**config.mk**
```make
export PLATFORM = sky130hd
export DESIGN_NAME = hex_display_scheduler
export DESIGN_NICKNAME = d
export VERILOG_FILES = /design/src/rtl/hex_display_scheduler_pkg.sv /design/src/rtl/hex_display_scheduler_bin2bcd.sv /design/src/rtl/hex_display_scheduler.sv
export SDC_FILE = /design/constraint.sdc
export NUM_CORES = 1
export LEC_CHECK = 0
export CORE_MARGIN = 2
export CORE_UTILIZATION = 45
export DETAILED_ROUTE_END_ITERATION = 12
export DONT_BUFFER_PORTS = 1
export SLEW_MARGIN = 25
export SYNTH_ARGS = -nofsm -noshare
export SYNTH_HDL_FRONTEND = slang
export SYNTH_HIERARCHICAL = 1
export SYNTH_SLANG_ARGS = --single-unit
export TNS_END_PERCENT = 20
```
**constraint.sdc**
```tcl
create_clock -name clk50 -period 2.7 [get_ports clk50]
set_input_delay 0 -clock clk50 [delete_from_list [all_inputs] [get_ports clk50]]
set_output_delay 0 -clock clk50 [all_outputs]
set_load 0.005 [all_outputs]
```
**src/rtl/hex_display_scheduler_pkg.sv**
```systemverilog
// Shared segment codes, scheduler FSM states and the BCD-digit to seven-segment decoder.
// All segment codes are active-low, bit order {g,f,e,d,c,b,a}.
package hex_sched_pkg;

  localparam int DATA_W = 8;

  localparam logic [6:0] SEG_0     = 7'h40;
  localparam logic [6:0] SEG_1     = 7'h79;
  localparam logic [6:0] SEG_2     = 7'h24;
  localparam logic [6:0] SEG_3     = 7'h30;
  localparam logic [6:0] SEG_4     = 7'h19;
  localparam logic [6:0] SEG_5     = 7'h12;
  localparam logic [6:0] SEG_6     = 7'h02;
  localparam logic [6:0] SEG_7     = 7'h78;
  localparam logic [6:0] SEG_8     = 7'h00;
  localparam logic [6:0] SEG_9     = 7'h10;
  localparam logic [6:0] SEG_BLANK = 7'h7F;
  localparam logic [6:0] SEG_DASH  = 7'h3F;

  typedef enum logic [1:0] {
    SELECT  = 2'd0,
    LATCH   = 2'd1,
    CONVERT = 2'd2,
    SHOW    = 2'd3
  } state_t;

  function automatic logic [6:0] seg7(input logic [3:0] d);
    case (d)
      4'd0:    seg7 = SEG_0;
      4'd1:    seg7 = SEG_1;
      4'd2:    seg7 = SEG_2;
      4'd3:    seg7 = SEG_3;
      4'd4:    seg7 = SEG_4;
      4'd5:    seg7 = SEG_5;
      4'd6:    seg7 = SEG_6;
      4'd7:    seg7 = SEG_7;
      4'd8:    seg7 = SEG_8;
      4'd9:    seg7 = SEG_9;
      default: seg7 = SEG_DASH;
    endcase
  endfunction

endpackage

```
**src/rtl/hex_display_scheduler_bin2bcd.sv**
```systemverilog
// bin2bcd_seq: 8-bit sequential double-dabble, one shift-add-3 step per cycle, 8 cycles.
// done is asserted during the final step and bcd carries that step's result in the same cycle.
module bin2bcd_seq
  import hex_sched_pkg::*;
(
  input  logic              clk,
  input  logic              rst,
  input  logic              start,
  input  logic [DATA_W-1:0] bin,
  output logic              busy,
  output logic              done,
  output logic [11:0]       bcd
);

  logic [7:0]  sh;
  logic [11:0] acc;
  logic [11:0] adj;
  logic [19:0] nxt;
  logic [2:0]  cnt;

  function automatic logic [3:0] add3(input logic [3:0] n);
    add3 = (n >= 4'd5) ? n + 4'd3 : n;
  endfunction

  always_comb begin
    adj  = {add3(acc[11:8]), add3(acc[7:4]), add3(acc[3:0])};
    nxt  = {adj, sh} << 1;
    bcd  = nxt[19:8];
    done = busy && (cnt == 3'd7);
  end

  always_ff @(posedge clk) begin
    if (rst) begin
      busy <= 1'b0;
      cnt  <= 3'd0;
    end else if (start) begin
      busy <= 1'b1;
      cnt  <= 3'd0;
    end else if (busy) begin
      cnt <= cnt + 3'd1;
      if (cnt == 3'd7) busy <= 1'b0;
    end
  end

  // shift datapath: no reset, only meaningful while busy
  always_ff @(posedge clk) begin
    if (start) begin
      sh  <= bin;
      acc <= 12'd0;
    end else if (busy) begin
      sh  <= nxt[7:0];
      acc <= nxt[19:8];
    end
  end

endmodule

```
**src/rtl/hex_display_scheduler.sv**
```systemverilog
// Round-robin scheduler putting one of N_SRC 8-bit values on three decimal HEX digits plus an index digit.
// Optional macro HEX_SCHED_LZB_EN enables leading-zero blanking of the hundreds/tens digits.
module hex_display_scheduler
  import hex_sched_pkg::*;
#(
  parameter int N_SRC        = 4,
  parameter int SRC_W        = $clog2(N_SRC),
  parameter int DWELL_CYCLES = 100_000_000
) (
  input  logic                  clk50,
  input  logic                  rst,
  input  logic [N_SRC*8-1:0]    src_val,
  input  logic [N_SRC-1:0]      src_valid,
  input  logic                  key_next,
  input  logic                  hold,
  output logic [SRC_W-1:0]      cur_src,
  output logic [6:0]            hex_h,
  output logic [6:0]            hex_m,
  output logic [6:0]            hex_l,
  output logic [6:0]            hex_src
);

  localparam int DW_W = (DWELL_CYCLES > 1) ? $clog2(DWELL_CYCLES) : 1;
  localparam logic [DW_W-1:0] DWELL_LAST = DW_W'(DWELL_CYCLES - 1);

  state_t             state, state_n;
  logic               fresh;
  logic               key_q, key_edge;
  logic               pending;
  logic [DW_W-1:0]    dwell;
  logic [DATA_W-1:0]  val_q, cur_val;
  logic               found;
  logic [SRC_W-1:0]   sel_idx;
  int                 base;
  logic               expiry, advance;
  logic               conv_start, conv_busy, conv_done;
  logic [11:0]        bcd;
  logic [6:0]         dig_h, dig_m, dig_l;

  bin2bcd_seq u_bcd (
    .clk   (clk50),
    .rst   (rst),
    .start (conv_start),
    .bin   (cur_val),
    .busy  (conv_busy),
    .done  (conv_done),
    .bcd   (bcd)
  );

  assign cur_val  = src_val[{cur_src, 3'b000} +: 8];
  assign key_edge = key_next & ~key_q;
  assign expiry   = (dwell == DWELL_LAST) && !hold;
  assign advance  = expiry || key_edge || pending || !src_valid[cur_src];

  // Search starts after the current source so it is the last candidate; the very first
  // search after reset starts at source 0.
  always_comb begin
    found   = 1'b0;
    sel_idx = cur_src;
    base    = fresh ? 0 : int'(cur_src) + 1;
    for (int k = 0; k < N_SRC; k++) begin
      if (!found && src_valid[(base + k) % N_SRC]) begin
        found   = 1'b1;
        sel_idx = SRC_W'((base + k) % N_SRC);
      end
    end
  end

  always_comb begin
`ifdef HEX_SCHED_LZB_EN
    dig_h = (bcd[11:8] == 4'd0) ? SEG_BLANK : seg7(bcd[11:8]);
    dig_m = (bcd[11:4] == 8'd0) ? SEG_BLANK : seg7(bcd[7:4]);
`else
    dig_h = seg7(bcd[11:8]);
    dig_m = seg7(bcd[7:4]);
`endif
    dig_l = seg7(bcd[3:0]);
  end

  always_comb begin
    state_n    = state;
    conv_start = 1'b0;
    case (state)
      SELECT:  if (found) state_n = LATCH;
      LATCH: begin
        conv_start = 1'b1;
        state_n    = CONVERT;
      end
      CONVERT: begin
        if (conv_done)       state_n = SHOW;
        else if (!conv_busy) state_n = LATCH;
      end
      SHOW: begin
        if (advance)                state_n = SELECT;
        else if (cur_val != val_q)  state_n = LATCH;
      end
      default: state_n = SELECT;
    endcase
  end

  always_ff @(posedge clk50) begin
    if (rst) begin
      state   <= SELECT;
      cur_src <= '0;
      fresh   <= 1'b1;
      dwell   <= '0;
      pending <= 1'b0;
      key_q   <= 1'b0;
      val_q   <= '0;
      hex_h   <= SEG_BLANK;
      hex_m   <= SEG_BLANK;
      hex_l   <= SEG_BLANK;
      hex_src <= SEG_BLANK;
    end else begin
      state <= state_n;
      key_q <= key_next;
      case (state)
        SELECT: begin
          if (found) begin
            cur_src <= sel_idx;
            dwell   <= '0;
            fresh   <= 1'b0;
          end else begin
            hex_h <= SEG_DASH;
            hex_m <= SEG_DASH;
            hex_l <= SEG_DASH;
          end
        end
        LATCH: begin
          val_q <= cur_val;
          if (key_edge) pending <= 1'b1;
        end
        CONVERT: begin
          if (key_edge) pending <= 1'b1;
          // all four digits change together on the final conversion step
          if (conv_done) begin
            hex_h   <= dig_h;
            hex_m   <= dig_m;
            hex_l   <= dig_l;
            hex_src <= seg7(4'(cur_src));
          end
        end
        SHOW: begin
          if (!hold)   dwell   <= dwell + 1'b1;
          if (advance) pending <= 1'b0;
        end
        default: ;
      endcase
    end
  end

endmodule

```
# Word-level counts from Yosys, hierarchy flattened
# Memory sizes are Yosys's and may differ from the RTL's.
# Cells that the tools add are included.
dict set report classes {
  reduce_logical 33
  muxes 52
  n_bitwise 6
  eq_ne 17
  shift 1
  magnitude_cmp 8
  n_addsub 9
}
# op n
set ops {}
lappend ops {{$mux W27} 2}
lappend ops {{$pmux W27 S2} 1}
lappend ops {{$pmux W7 S2} 3}
lappend ops {{$shiftx A32 B6 Y8} 1}
lappend ops {{$mux W7} 4}
lappend ops {{$pmux W7 S4} 1}
lappend ops {{$add A27 B1 Y27 const B} 1}
lappend ops {{$eq A27 B27 Y1 const B} 1}
lappend ops {{$mux W2} 10}
lappend ops {{$mux W1} 19}
lappend ops {{$lt A3 B4 Y1 const B} 4}
lappend ops {{$mux W8} 2}
lappend ops {{$reduce_and A3 Y1} 5}
lappend ops {{$ge A4 B3 Y1 const B} 3}
lappend ops {{$reduce_or A2 Y1} 6}
lappend ops {{$bmux W1 S2} 5}
lappend ops {{$ne A2 B2 Y1 const B} 5}
lappend ops {{$add A4 B2 Y4 const B} 2}
lappend ops {{$eq A2 B2 Y1 const B} 4}
lappend ops {{$mux W4} 2}
lappend ops {{$ne A8 B8 Y1} 1}
lappend ops {{$pmux W2 S4} 1}
lappend ops {{$reduce_bool A2 Y1} 4}
lappend ops {{$ne A3 B3 Y1 const B} 2}
lappend ops {{other kinds (19)} 37}
dict set report totals {
  elab_cells 144
  mem_count 3
  register_bits 94
  out_inout_bits 30
  input_bits 40
  romBits 336
}
# memory words word_bits read_ports rd_clocked_by_memory_dff write_ports line
set mem_list {}
lappend mem_list {{(name not given)} 16 7 1 0 0 hex_display_scheduler_pkg.sv:28} ;# case (d)
lappend mem_list {{(name not given)} 16 7 1 0 0 hex_display_scheduler_pkg.sv:28}
lappend mem_list {{(name not given)} 16 7 1 0 0 hex_display_scheduler_pkg.sv:28}

# Depth between registers and ports, before layout
# Gate-level depths: netlist of the first run.
dict set report logic_depth {
  depth_word 19
  depth_mapped 13
  ltp_nobuf 13
}

# Cells and area by module
# The synthesis of the first run kept the hierarchy.
# mod area_each_um2 instances seq_area_each_um2 cells_per_inst
set by_module_without_submodules {}
lappend by_module_without_submodules {hex_display_scheduler 4157.7 1 1381.3 484}
lappend by_module_without_submodules {bin2bcd_seq 1431.4 1 560.5 148}

# Least setup slack after synthesis of the first run
# Ideal clock, no wire load.
dict set report synth_timing {
  path_kind {register to register}
  from {register cur_src[0]}
  to {register cur_src[0]}
  synth_period_minus_slack_ns 2.715
  setup_ns 0.086
  t_required_ns 2.614
  t_arrival_ns 2.630
  stages_incl_launch_ff 12
  slack_ns -0.015
  cell_sequence {dfxtp_1 -> buf_6 -> buf_6 -> inv_1 -> ha_1 -> buf_2 -> inv_1 -> nor2_1 -> mux4_2 -> o211ai_1 -> mux2_2 -> a211oi_1}
}
dict set report synth_via {
  elab_chain_len 16
}
# element line
set synth_lines {}
lappend synth_lines {{start, declared} hex_display_scheduler.sv:16} ;# output logic [SRC_W-1:0] cur_src,
lappend synth_lines {{start signal, assigned} hex_display_scheduler.sv:120} ;# cur_src <= sel_idx;
lappend synth_lines {{$add A2 B1 Y2 (*)} hex_display_scheduler.sv:60} ;# base = fresh ? 0 : int'(cur_src) + 1;
lappend synth_lines {{$mux W2 (*)} hex_display_scheduler.sv:60}
lappend synth_lines {{parallel branches: the longest is 14 deep, another holds $add A2 B1 Y2} -}
# Mark *: on every way between the ends. The select of a mux whose other input is x is not followed.
# A chain may end at the register's enable or synchronous reset.

# Worst setup path after layout of the first run
dict set report layout_timing {
  from {register u_bcd.acc[0]}
  to {register hex_m[3]}
}
dict set report layout_via {
  elab_chain_len 5
}
# element line
set layout_lines {}
lappend layout_lines {{start, declared} hex_display_scheduler_bin2bcd.sv:16} ;# logic [11:0] acc;
lappend layout_lines {{start signal, assigned} hex_display_scheduler_bin2bcd.sv:52} ;# acc <= nxt[19:8];
lappend layout_lines {{$add A4 B2 Y4 / $ge A4 B3 Y1 (equally long branches)} hex_display_scheduler_bin2bcd.sv:22} ;# add3 = (n >= 4'd5) ? n + 4'd3 : n;
lappend layout_lines {{$mux W4 (*)} hex_display_scheduler_bin2bcd.sv:22}
lappend layout_lines {{named net bcd[4]} hex_display_scheduler.sv:37} ;# logic [11:0] bcd;
lappend layout_lines {{$mem_v2 Z16 W7 (*)} -}
lappend layout_lines {{$mux W7 (*)} hex_display_scheduler.sv:136} ;# if (conv_done) begin
lappend layout_lines {{$pmux W7 S2 (*)} hex_display_scheduler.sv:117} ;# case (state)
lappend layout_lines {{end signal, assigned} hex_display_scheduler.sv:138} ;# hex_m <= dig_m;
lappend layout_lines {{end, declared} hex_display_scheduler.sv:18} ;# output logic [6:0] hex_m,
# The timed path passes the listed nets; every way through them passes the cells marked *. The select of a mux whose other input is x is not followed.

==> results.sh, run 1 <==
export IMPL_run_status="finished, final reports clean"
export IMPL_grt_setup_unrepaired="true"
export IMPL_routed_wl_um=11900
export IMPL_final_util_pct=50.5
export IMPL_area_growth_pct=9.04
export IMPL_skew_ps=10.7
export IMPL_cp_required_ps=2950
export IMPL_syn_area_um2=5590
export IMPL_path_max_fanout=8
export IMPL_clk_latency_ps=350
export IMPL_htreeDepth=3
export IMPL_p_leak_nw=2.29
export IMPL_clock_fmax_ghz=0.399
export IMPL_pin_count=70
export IMPL_die_w_um=115
export IMPL_grt_overflow=0
export IMPL_synth_fp_nets=704
export IMPL_hold_viol=0
export IMPL_grt_pass1_vias=4115
export IMPL_antennaDiodeCount=0
export IMPL_total_power_mw=5.73
export IMPL_cp_end_kind="register"
export IMPL_cts_made_buffers=9
export IMPL_fin_crit_ps=2500
export IMPL_postPlaceCellArea_um2=5710
export IMPL_seq_power_share_pct=31.7
export IMPL_clock_sinks=93
export IMPL_p_clk_share_pct=22.6
export IMPL_relSlewSlack_pct=40.1
export IMPL_port_buffers=0
export IMPL_fin_cells=799
export IMPL_ys_warnings_count=6
export IMPL_p_sw_mw=2.31
export IMPL_path_clk_slew_ps=70
export IMPL_via_per_inst=5.49
export IMPL_setup_viol=0
export IMPL_avgSynthCellArea_um2=8.84
export IMPL_grt_max_degree=51
export IMPL_drc=0
export IMPL_fin_crit_sh_pct=92.7
export IMPL_grt_pass1_wl_um=19400
export IMPL_num_vias=4388
export IMPL_final_area_um2=6090
export IMPL_intPower_mw=3.42
export IMPL_switching_share_pct=40.3
export IMPL_rows=40
export IMPL_worst_pin_slew_ps=898
export IMPL_grt_total_usage_pct=18.1
export IMPL_coreArea_um2=12100
export IMPL_synth_cell_types=62
export IMPL_synth_ff_type="dfxtp_1"
export IMPL_p_comb_share_pct=45.7
export IMPL_synth_seq_area_share_pct=34.7
export IMPL_startpoint_type="register"
export IMPL_synth_edf_count=8
export IMPL_powerDensity_nw_per_um2=941
export IMPL_drive_gt1_share_pct=11.3
export IMPL_antenna_found_initial=0
export IMPL_holdCritPathClass="in2reg"
export IMPL_ys_ff_latch=93
export IMPL_cp_arrival_ps=2750
export IMPL_clockRootBuffer="clkbuf_16"
export IMPL_ant_nets=0
export IMPL_initial_core_util_pct=46.3
export IMPL_dr_pass1_iters=4
export IMPL_cts_buffer_depth=2
export IMPL_drt_iter0_markers=224
export IMPL_fp_dieH_um=115
export IMPL_final_nets=698
export IMPL_maxSlewViolCount=0
export IMPL_synthCells=632
export IMPL_critical_path_class="reg2reg"
export IMPL_ir_worst_vdd_mv=0.398
export IMPL_place_gp_congestion=0.867
export IMPL_cts_tree="yes"
export IMPL_ys_async_sr_fraction_pct=0
export IMPL_maxCapViolations=0
export IMPL_placed_cells=777
export IMPL_dieArea_um2=13300
export IMPL_place_detailed_hpwl_um=8190
export IMPL_wl_per_cell_um=14.9
-- power groups by stage --
stage               Clock [mW]  Combinational, mW  Sequential, mW
floorplan                    0               2.11            1.79
global placement             0               2.49            1.83
detailed placement           0               2.56            1.84
CTS                       1.34               2.59            1.81
global route              1.41               2.97            1.85
finish                    1.29               2.62            1.82
-- through the flow --
stage                     setup TNS (ps)  hold slack (ps)  setup WS, ps
after floorplan                        0             72.4          6.67
after global placement                 0             77.8           269
after detailed placement               0             79.0           149
after CTS                              0             5.00           133
after global routing               -8.83             33.4         -8.83
final                                  0             15.5           196
-- flip-flops by register name, indices dropped and copies added (netlist names), 2 cells and up --
signal     count
hex_h          7
hex_l          7
cur_src        2
hex_src        6
u_bcd/sh       8
dwell         27
hex_m          7
u_bcd/acc     12
state          2
val_q          8
u_bcd/cnt      3
-- layer usage --
metal  GRT usage [%]  routed length (um)  up-vias
met4            5.06                 126        0
met3            4.92                 422       11
met5               0                   0        -
li1                -                   -     2240
met2            30.5                5680       65
met1            23.0                5650     2072
-- worst max-delay path, stage by stage, from the launching register on --
cell and delay (ps):
dfxtp_1 500, inv_1 80, ha_1 230, nor2b_1 140, or3_1 340, nand2_1 160, inv_1 100, ha_1 300
a21oi_1 70, o21bai_1 140, a21oi_1 80, a211o_1 270
-- cells in the final DEF, fill, tap and decap left out, types with 5 or more instances in the layout --
cell type	count
nor3_1	10
a2111oi_0	7
nand2b_1	23
edfxtp_1	8
clkbuf_16	9
nor3b_1	9
and2_1	5
nand4_1	8
nand2_1	34
xor2_1	17
nand3_1	21
mux4_2	10
or3_1	6
a211oi_1	5
ha_1	31
a211o_1	12
o21ai_0	27
nor2b_1	10
o21bai_1	5
buf_4	16
nor2_1	73
inv_1	28
and3_1	10
a21oi_1	36
dfxtp_1	84
xnor2_1	18
mux2_2	9
nor4_1	5
o211ai_1	13
dlygate4sd3_1	5
mux2i_1	14
-- timing repair --
action                                  CTS  global route
resized for setup                         0             4
hold buffers                              6             0
endpoints found under the hold margin    48             0
buffers inserted                          0             0
endpoints found under the setup margin    0             4
-- Yosys cell counts (all sizes together) (2+ instances only) --
cell type  instances  area, um^2
and3              13        85.1
ha                32         400
nor4               6        43.8
nor2b             10        62.6
a21oi             36         180
mux2               9         101
xor2              17         149
and4               2        18.8
a211oi             6        50.1
nand4              8        50.1
buf               22         143
mux4              10         225
nor3              11        60.1
nand2b            23         144
nand2             34         128
inv               28         105
o21bai             5        37.5
nand3b             2        15.0
or2b               2        16.3
a211o             12         105
edfxtp             8         240
nor2              74         278
o22ai              4        25.0
and4bb             3        37.5
a311oi             5        56.3
o211ai            13        97.6
or3                7        48.8
and2               5        31.3
nor4b              4        35.0
a21o               2        15.0
nand3             21         105
xnor2             20         175
clkbuf            17        73.8
o21ai             31         155
or3b               2        17.5
nor3b              9        67.6
mux2i             14         140
dfxtp             85        1700
or4                4        30.0
a2111oi            7        61.3
-- final cells by class --
| cell class | count | area (um^2) |
|---|---|---|
| Fill cell | 1105 | 5970 |
| Clock inverter | 6 | 71.3 |
| Sequential cell | 93 | 1940 |
| Tap cell | 168 | 210 |
| Clock buffer | 10 | 229 |
| Timing Repair Buffer | 22 | 190 |
| Multi-Input combinational cell | 472 | 3350 |
| Inverter | 28 | 105 |
-- final timing paths --
path | startpoint | to | slack, ps | depth (start not counted)
hold reg to reg | hex_h[3]$_SDFFE_PP1P_ | hex_h[3]$_SDFFE_PP1P_ | 500 | 1
setup / recovery | u_bcd/acc[0]$_SDFFE_PP0P_ | hex_m[3]$_SDFFE_PP1P_ | 200 | 11
setup reg to reg | u_bcd/acc[0]$_SDFFE_PP0P_ | hex_m[3]$_SDFFE_PP1P_ | 200 | 11
hold / removal | src_valid[1] | cur_src[1]$_SDFFE_PP0P_ | 20 | 4
-- cells by family after synthesis --
group,share of synthesized area [%]
muxes,8.35
adders and majority gates,7.16
buffers and inverters,5.75
and+or+nand+nor,23.6
AOI/OAI and AO/OA,14.6
DFF,34.7
xor gates and xnor gates,5.80
Note: power is estimated with default switching activity, not from simulation.
==> inputs of run 2 (changes only) <==
--- a/config.mk
+++ b/config.mk
@@ -12,6 +12,5 @@
 export SLEW_MARGIN = 25
 export SYNTH_ARGS = -nofsm -noshare
 export SYNTH_HDL_FRONTEND = slang
-export SYNTH_HIERARCHICAL = 1
 export SYNTH_SLANG_ARGS = --single-unit
 export TNS_END_PERCENT = 20
==> run 2 against run 1 <==
  * Combinational power fell by 2%
  * Hold slack barely moved
  * Final area fell by 6.7%
  * Area after synthesis fell by 8.0%
  * Non-clock buffer count fell by 2
  * Synthesized cell count fell by 10%
  * Flip-flop and latch count did not move
  * Critical path depth fell by 2
  * Clock power rose by 3%
  * Register-to-register slack got worse by 30 ps
==> results.sh, run 2 <==
export IMPL_path_max_fanout=5
export IMPL_htreeDepth=3
export IMPL_drc=0
export IMPL_area_growth_pct=10.6
export IMPL_cts_tree="yes"
export IMPL_grt_total_usage_pct=18.1
export IMPL_pin_count=70
export IMPL_synth_seq_area_share_pct=37.8
export IMPL_cp_arrival_ps=2770
export IMPL_antennaDiodeCount=0
export IMPL_cp_end_kind="register"
export IMPL_via_per_inst=5.54
export IMPL_cp_num_buf_inv=2
export IMPL_placed_cells=704
export IMPL_synthCells=568
export IMPL_powerDensity_nw_per_um2=1010
export IMPL_place_gp_congestion=0.802
export IMPL_final_cell_mix="dfxtp_1 (85), nor2_1 (60), a21oi_1 (46), nand2_1 (40), inv_1 (35)"
export IMPL_ys_async_sr_fraction_pct=0
export IMPL_ys_warnings_count=0
export IMPL_cp_slowest_cell="dlygate4sd3_1"
export IMPL_run_status="finished, final reports clean"
export IMPL_fin_cells=727
export IMPL_synth_area_leaders="dfxtp_1 (33%), ha_1 (8.0%), edfxtp_1 (4.7%)"
export IMPL_relSlewSlack_pct=53.9
export IMPL_grt_setup_unrepaired="false"
export IMPL_synth_cell_types=68
export IMPL_antenna_found_initial=0
export IMPL_initial_core_util_pct=45.6
export IMPL_reg_top3="dwell x27, u_bcd.acc x12"
export IMPL_yosysTopAreaCellShare_pct=33.1
export IMPL_grt_pass1_wl_um=18400
export IMPL_met3_length_um=573
export IMPL_yosys_top_cells_count="dfxtp_1 (85), nor2_1 (60), a21oi_1 (46)"
export IMPL_largest_reg_flops=27
export IMPL_dr_wl_met2_um=4950
export IMPL_syn_area_um2=5140
export IMPL_wl_met1_um=5000
export IMPL_synth_edf_count=8
export IMPL_die_w_um=111
export IMPL_coreArea_um2=11300
export IMPL_place_detailed_hpwl_um=7630
export IMPL_grt_pass1_vias=3955
export IMPL_rows=39
export IMPL_avgSynthCellArea_um2=9.05
export IMPL_drt_iter0_markers=183
export IMPL_ant_nets=0
export IMPL_grt_overflow=0
export IMPL_slowest_delay_ps=560
export IMPL_cts_made_buffers=9
export IMPL_clock_fmax_ghz=0.394
export IMPL_p_leak_nw=2.11
export IMPL_fin_crit_sh_pct=93.9
export IMPL_startpoint_type="register"
export IMPL_worst_pin_slew_ps=692
export IMPL_holdCritPathClass="in2reg"
export IMPL_critical_path_class="reg2reg"
export IMPL_fin_crit_ps=2530
export IMPL_path_clk_slew_ps=70
export IMPL_maxCapViolations=0
export IMPL_synth_ff_type="dfxtp_1"
export IMPL_synth_area_leader_cell="dfxtp_1"
export IMPL_ir_worst_vdd_mv=0.466
export IMPL_largest_register="dwell"
export IMPL_final_nets=652
export IMPL_dr_pass1_iters=4
export IMPL_num_vias=4030
export IMPL_skew_ps=7.77
export IMPL_grt_max_degree=40
export IMPL_dieArea_um2=12300
export IMPL_cp_cell_sequence="inv_1, ha_1, or2b_1, a211oi_2, a31o_2, a211o_2, mux2i_1, a21oi_1, dlygate4sd3_1"
export IMPL_dr_max_layer_used="met4"
export IMPL_clk_latency_ps=350
export IMPL_wl_per_cell_um=14.7
export IMPL_routed_wl_um=10700
export IMPL_clockRootBuffer="clkbuf_16"
export IMPL_setup_viol=0
export IMPL_final_common_cell="dfxtp_1"
export IMPL_fp_dieH_um=111
export IMPL_synthMostInstantiatedCell="dfxtp_1"
export IMPL_ys_ff_latch=93
export IMPL_cts_buffer_depth=2
export IMPL_hold_viol=0
export IMPL_maxSlewViolCount=0
export IMPL_num_fill_cells=1038
export IMPL_cpLargestDelayFamily="compound AO/OA/AOI/OAI gates"
export IMPL_drive_gt1_share_pct=8.22
export IMPL_clock_sinks=93
export IMPL_finalSetupTns_ps=0
export IMPL_synth_fp_nets=641
export IMPL_cp_required_ps=2940
export IMPL_port_buffers=0
run 2: cell families after synthesis:
group           synth area share (%)
compound gates                  15.7
flops                           37.8
mux                             8.71
fa+ha+maj                       8.03
simple gates                    19.6
xor+xnor                        5.11
buf+inv                         5.04
run 2: routing by layer:
| metal | GRT usage (%) | vias up |
|---|---|---|
| met5 | 0 | - |
| met4 | 6.25 | 0 |
| met3 | 4.65 | 11 |
| met2 | 29.5 | 112 |
| met1 | 23.5 | 1872 |
| li1 | - | 2035 |
run 2: worst reg2reg max path, cell delays in order, from the launching register on:
cell and delay [ps]:
dfxtp_1 340, inv_1 60, ha_1 350, or2b_1 230
a211oi_2 60, a31o_2 230, a211o_2 350, mux2i_1 160
a21oi_1 70, dlygate4sd3_1 560
run 2: layout make-up:
class                      count  area [um^2]  area share [%]
sequential                    93         1940            34.2
timing repair buffer          20          178            3.12
tap                          143          179            3.15
multi-input combinational    419         2950            51.8
inverter                      36          135            2.38
clock inverter                 6         77.6            1.36
clock buffer                  10          229            4.03
run 2: what timing repair did:
action / CTS / global route
endpoints found under the hold margin: 40 / 0
buffers inserted: 0 / 0
hold buffers: 7 / 0
setup endpoints to repair: 0 / 1
gates resized for setup: 0 / 3
run 2: worst paths after layout:
| kind | slack [ps] | to | cells after the start | from |
|---|---|---|---|---|
| min | 20 | cur_src[1]$_SDFFE_PP0P_ | 3 | src_valid[3] |
| min reg2reg | 470 | val_q[6]$_SDFFE_PP0P_ | 2 | val_q[6]$_SDFFE_PP0P_ |
| max reg2reg | 170 | cur_src[0]$_SDFFE_PP0P_ | 9 | cur_src[0]$_SDFFE_PP0P_ |
| max | 170 | cur_src[0]$_SDFFE_PP0P_ | 9 | cur_src[0]$_SDFFE_PP0P_ |
run 2: power breakdown:
group / leakage, nW / internal (mW) / switching (mW)
registers: 0.770 / 1.68 / 0.181
clock network: 0.151 / 0.802 / 0.526
logic: 1.19 / 1.05 / 1.51
total: 2.11 / 3.53 / 2.22
run 2: through the flow:
stage	hold WS (ps)	cell area, um^2	utilization [%]	power (mW)	setup slack (ps)
after floorplan	128	5140	-	3.84	276
after global placement	73.9	5290	47.0	4.34	431
after detailed placement	73.9	5290	47.0	4.43	377
after CTS	4.69	5680	50.4	5.81	117
after global routing	45.2	5690	50.4	6.22	30.3
final	15.4	5690	50.4	5.75	165
